### config.mk
export PLATFORM = sky130hd
export DESIGN_NAME = slow_sequencer
export DESIGN_NICKNAME = d
export VERILOG_FILES = /design/src/rtl/slow_pkg.sv /design/src/rtl/slow_holdcnt.sv /design/src/rtl/slow_sequencer.sv
export SDC_FILE = /design/constraint.sdc
export NUM_CORES = 1
export LEC_CHECK = 0
export ABC_AREA = 1
export CAP_MARGIN = 20
export CORE_MARGIN = 3
export CORE_UTILIZATION = 45
export CTS_BUF_LIST = sky130_fd_sc_hd__clkbuf_8
export CTS_CLUSTER_SIZE = 24
export DETAILED_ROUTE_END_ITERATION = 12
export PLACE_DENSITY = 0.83
export SYNTH_ARGS = -nofsm -noshare
export SYNTH_HDL_FRONTEND = slang
export SYNTH_HIERARCHICAL = 1
export SYNTH_SLANG_ARGS = --single-unit
export TNS_END_PERCENT = 10
### constraint.sdc
create_clock -name CLK -period 1.5 [get_ports CLK]
set_input_delay 0.375 -clock CLK [delete_from_list [all_inputs] [get_ports CLK]]
set_output_delay 0.375 -clock CLK [all_outputs]
set_load 0.02 [all_outputs]
### src/rtl/slow_pkg.sv
// slow_pkg: shared state encoding and timeout constants for the slow-mode sequencer
package slow_pkg;
  localparam int TO_W = 4;
  localparam logic [TO_W-1:0] TO_INF = 4'hF;
  typedef enum logic [2:0] {IDLE, REQ, ACTIVE, HOLD, DROP} state_t;
endpackage

### src/rtl/slow_holdcnt.sv
// slow_holdcnt: loadable hold-time down-counter with Tick decrement, infinite-code inhibit and expire flag
// Ports: i_clk/i_rst_n clock and async active-low reset; i_load/i_load_val load the count;
//        i_dec_en permits a decrement on i_tick; o_expire flags the tick that consumes the last unit.
module slow_holdcnt #(
  parameter int TO_W = slow_pkg::TO_W,
  parameter logic [TO_W-1:0] TO_INF = slow_pkg::TO_INF
) (
  input  logic            i_clk,
  input  logic            i_rst_n,
  input  logic            i_load,
  input  logic [TO_W-1:0] i_load_val,
  input  logic            i_dec_en,
  input  logic            i_tick,
  output logic            o_expire
);
  import slow_pkg::*;
  logic [TO_W-1:0] r_cnt;
  logic            w_step;
  assign w_step   = i_dec_en & i_tick;
  assign o_expire = w_step & (r_cnt == TO_W'(1));
  always_ff @(posedge i_clk or negedge i_rst_n)
    if (!i_rst_n) r_cnt <= '0;
    else if (i_load) r_cnt <= i_load_val;
    else if (w_step & (r_cnt != TO_INF)) r_cnt <= r_cnt - 1'b1;
endmodule

### src/rtl/slow_sequencer.sv
// slow_sequencer: qualifies slow-device accesses, handshakes slow mode with the clock switch and holds it for a timeout
// Ports: CLK/nPOR clock and async active-low reset; BACT plus six device selects and matching Slow* enables
//        form the qualifier; SlowTimeout/Tick set the hold time; SlowAck is the clock-switch reply;
//        SlowReq requests slow mode, SlowWait stalls the CPU cycle.
// Build option SLOW_CLKGATE_EN adds ClkGateEn, a registered fast-clock gate controlled by SlowClockGate.
module slow_sequencer #(
  parameter int TO_W = slow_pkg::TO_W,
  parameter logic [TO_W-1:0] TO_INF = slow_pkg::TO_INF
) (
  input  logic            CLK,
  input  logic            nPOR,
  input  logic            BACT,
  input  logic            IACKCyc,
  input  logic            VIACS,
  input  logic            IWMCS,
  input  logic            SCCCS,
  input  logic            SCSICS,
  input  logic            SndCS,
  input  logic            SlowIACK,
  input  logic            SlowVIA,
  input  logic            SlowIWM,
  input  logic            SlowSCC,
  input  logic            SlowSCSI,
  input  logic            SlowSnd,
  input  logic            SlowClockGate,
  input  logic [TO_W-1:0] SlowTimeout,
  input  logic            Tick,
  input  logic            SlowAck,
  output logic            SlowReq,
`ifdef SLOW_CLKGATE_EN
  output logic            ClkGateEn,
`endif
  output logic            SlowWait
);
  import slow_pkg::*;
  state_t r_state, w_next;
  logic   w_qual, w_est, w_next_est, w_expire, w_req, r_wait;
  assign w_qual = BACT & |({SndCS, SCSICS, SCCCS, IWMCS, VIACS, IACKCyc} &
                           {SlowSnd, SlowSCSI, SlowSCC, SlowIWM, SlowVIA, SlowIACK});
  assign w_est      = (r_state == ACTIVE) | (r_state == HOLD);
  assign w_next_est = (w_next == ACTIVE) | (w_next == HOLD);
  slow_holdcnt #(.TO_W(TO_W), .TO_INF(TO_INF)) u_cnt (
    .i_clk      (CLK),
    .i_rst_n    (nPOR),
    .i_load     ((r_state == ACTIVE) & ~BACT),
    .i_load_val (SlowTimeout),
    .i_dec_en   ((r_state == HOLD) & ~w_qual),
    .i_tick     (Tick),
    .o_expire   (w_expire)
  );
  always_comb begin
    w_next = r_state;
    w_req  = 1'b0;
    case (r_state)
      IDLE:    w_next = w_qual ? REQ : IDLE;
      REQ:     begin w_req = 1'b1; w_next = SlowAck ? ACTIVE : REQ; end
      ACTIVE:  begin w_req = 1'b1; w_next = BACT ? ACTIVE : (SlowTimeout == '0) ? DROP : HOLD; end
      HOLD:    begin w_req = 1'b1; w_next = w_qual ? ACTIVE : w_expire ? DROP : HOLD; end
      DROP:    w_next = SlowAck ? DROP : w_qual ? REQ : IDLE;
      default: w_next = IDLE;
    endcase
  end
  assign SlowReq  = w_req;
  assign SlowWait = r_wait;
  always_ff @(posedge CLK or negedge nPOR)
    if (!nPOR) begin
      r_state <= IDLE;
      r_wait  <= 1'b0;
    end else begin
      r_state <= w_next;
      r_wait  <= w_qual & ~w_est;
    end
`ifdef SLOW_CLKGATE_EN
  logic r_gate;
  assign ClkGateEn = r_gate;
  // Keyed off the next state so the gate opens on the very edge that enters DROP.
  always_ff @(posedge CLK or negedge nPOR)
    if (!nPOR) r_gate <= 1'b1;
    else r_gate <= ~(SlowClockGate & w_next_est);
`else
  logic w_unused;
  assign w_unused = SlowClockGate ^ w_next_est;
`endif
endmodule

==> key figures, run 1 <==
Cells and area
  – Antenna cell count: 0
  – Nets: 161
  – Multi-input logic area: 428 µm²
  – Fraction of layout cells with a size suffix above 1: 0.261
  – Area growth from synthesis to layout: 61.4%
  – Finished Cell Area: 1040 µm²
  – Register area: 200 µm²
  – Final-layout fill cell count: 79

Clocking
  – Htree depth: 1
  – Cts bufs inserted: 3
  – Clock-pin transition on the worst setup and hold timing paths: 0.04 ns
  – Num Clock Sinks: 8
  – Post-CTS Hold Buffers: 0
  – Clock root buffer: clkbuf_8
  – Clock latency on the worst-skew pair: 0.23 ns
  – CTS Buffer Depth: 2
  – CTS tree: yes

STA
  – RSZ-0062 raised after global routing: true
  – Setup ws final: -0.0311 ns
  – Worst Max-Slew Pin Slew: 0.387 ns
  – Setup violators final: 1
  – Max-slew violation count: 0
  – Fin. Hold Viols: 0
  – Clock Skews: 0.00271 ns
  – Max Freq: 653 MHz
  – Crit share post-route: 1.02
  – Fin crit period: 1.53 ns
  – Slew headroom: 0.741

Synthesis
  – Register area share after synthesis: 0.312
  – Largest cells by area after synthesis: dfrtp_1, nand2_1, nand3_1
  – Synth Cell Area: 642 µm²
  – Post-synth EDFFs: 0
  – Most frequent cell after synthesis: nand2_1
  – Synth top cells by count: nand2_1, inv_1, nand3_1
  – Synthesized area per cell: 6.55 µm²
  – Ys flop type: dfrtp_1
  – Ys Warns: 6
  – Unique masters post-synth: 18
  – Mapped Cells: 98
  – Post-synth top area share: 0.312
  – Synth async-reset ratio: 1.00
  – Syn Nets: 123
  – Post-synth top area cell: dfrtp_1
  – Synthesis-stage register bit count: 8

Worst setup path
  – Reg2Reg Depth: 11
  – Crit end category: flop
  – Worst Path Required: 1.65 ns
  – Reg2reg end: u_cnt/r_cnt[0]
  – Highest net fanout along the worst path: 6
  – Worst reg2reg startpoint: r_state[2]
  – Reg2reg setup slack: -0.03 ns
  – WP data arrival: 1.68 ns
  – WS Path Type: reg2reg
  – Worst setup SP type: flop

Die
  – # IOs: 24
  – Core Footprint: 1220 µm²
  – Die Y: 43.8 µm
  – Initial Utilization: 0.528
  – Width of the chip: 43.8 µm
  – Die area: 1920 µm²
  – FP Rows: 12

Hold path
  – Hold crit path type: in2async

Routing
  – DRT antenna net count: 0
  – DR WL/cell: 13.9 µm
  – Vias: 796
  – Final WL: 2060 µm
  – Iteration-0 DRC Markers: 32
  – Drc violations: 0
  – Drt pass-1 iters: 4
  – Via/cell ratio: 5.38

Pwr
  – Total power: 1.59 mW
  – Pwr per Cell Area: 1530 nW/µm²
  – Maximum vdd ir drop: 1020 µV
  – Static Leak: 0.557 nW

GRT
  – Global-route wire length before repair: 3050 µm
  – GRT Util Overall: 0.214
  – Largest net degree at the start of global routing: 10
  – Vias in the first global route: 748
  – Grt total ovfl: 0
  – Antenna violations before repair: 0

Placed design
  – Dpl ws: -0.310 ns
  – Hpwl dp: 1430 µm
  – Final GP Congestion: 0.857
  – I/O Buffers: 22
  – Placed cell area: 947 µm²

Job
  – Max Cap Violations: 0

Outcome
  – Failing checks: negative setup slack
  – Run status: finished, violations left
sequential cells by signal, indices dropped and copies added, names as in the netlist:
signal,count
u_cnt/r_cnt,4
SlowWait,1
r_state,3
routing by layer:
metal,vias to the layer above,part of all wire,GRT usage
li1,386,-,-
met1,352,0.39,0.249
met2,54,0.50,0.372
met3,4,0.10,0.0332
met4,0,0.0049,0.108
met5,-,0,0
kinds of logic (layout without fill, tap and decap cells):
family	Yosys count	after routing	synth area share
buffers and inverters	13	49	0.0760
DFF	8	8	0.312
AOI/OAI and AO/OA	9	9	0.0741
and+or+nand+nor	65	65	0.480
adders and majority gates	3	3	0.0585
worst max-delay path: stages, from the launching register on:
cell and delay (ns):
dfrtp_1 0.40, inv_2 0.07, nand2_2 0.05, buf_6 0.12
nor2_4 0.10, a21boi_2 0.17, nand2_2 0.10, inv_2 0.08
nand2_4 0.06, nand2_4 0.10, nand2_1 0.08, o21ai_1 0.11
layout make-up:
class	instances	area share
tap	14	0.0169
timing repair buffer	33	0.290
sequential	8	0.193
inverter	13	0.0471
clock buffer	3	0.0399
multi-input combinational	77	0.413
through the flow:
step	cells	util	hold WS (ns)	setup TNS (ns)
CTS	147	0.824	0.445	-0.00989
floorplan	98	-	0.0794	0
global placement	143	0.779	0.578	-1.50
finish	148	0.852	0.434	-0.0311
global route	148	0.852	0.467	-0.183
detailed placement	143	0.779	0.591	-1.98
worst max-delay path by stage:
stage	startpoint	end	slack (ns)
2_1_floorplan	r_state[2]	r_state[0]	0.16
3_3_place_gp	VIACS	r_state[0]	-0.26
3_5_place_dp	IACKCyc	r_state[0]	-0.31
4_1_cts	r_state[2]	SlowReq	-0.01
5_1_grt	r_state[2]	u_cnt/r_cnt[0]	-0.07
6_report	r_state[2]	u_cnt/r_cnt[0]	-0.03
report_power, final:
part           leakage, nW  switching [mW]  internal, mW
logic                0.435           0.533         0.397
clock network       0.0216          0.0930         0.175
registers            0.100          0.0817         0.307
total                0.557           0.707         0.879
placed cells by master (no fill, tap or decap), types with 3 or more instances in the layout:
cell	netlist	final
nand3_1	9	8
o21ai_0	4	4
dlygate4sd2_1	0	9
dlymetal6s2s_1	0	4
inv_1	10	9
nor3_1	3	3
nand2_1	36	33
nand2_2	1	4
nand3_2	3	4
dfrtp_1	8	8
clkbuf_8	0	3
ha_1	3	3
clkdlybuf4s50_1	0	8
nor2_1	8	6
inv_2	3	4
buf_4	0	10
what timing repair did:
| item | in CTS | in global routing |
|---|---|---|
| setup endpoints to repair | 9 | 8 |
| setup buffers | 1 | 1 |
| resized for setup | 17 | 12 |
| pin swaps | 13 | 10 |
Note: power is estimated with default switching activity, not from simulation.
==> inputs of run 2 (changes only) <==
Settings changed: SLEW_MARGIN set to 20.
==> results of run 2 <==
The final DEF is identical to that of run 1; final timing and power are the same.
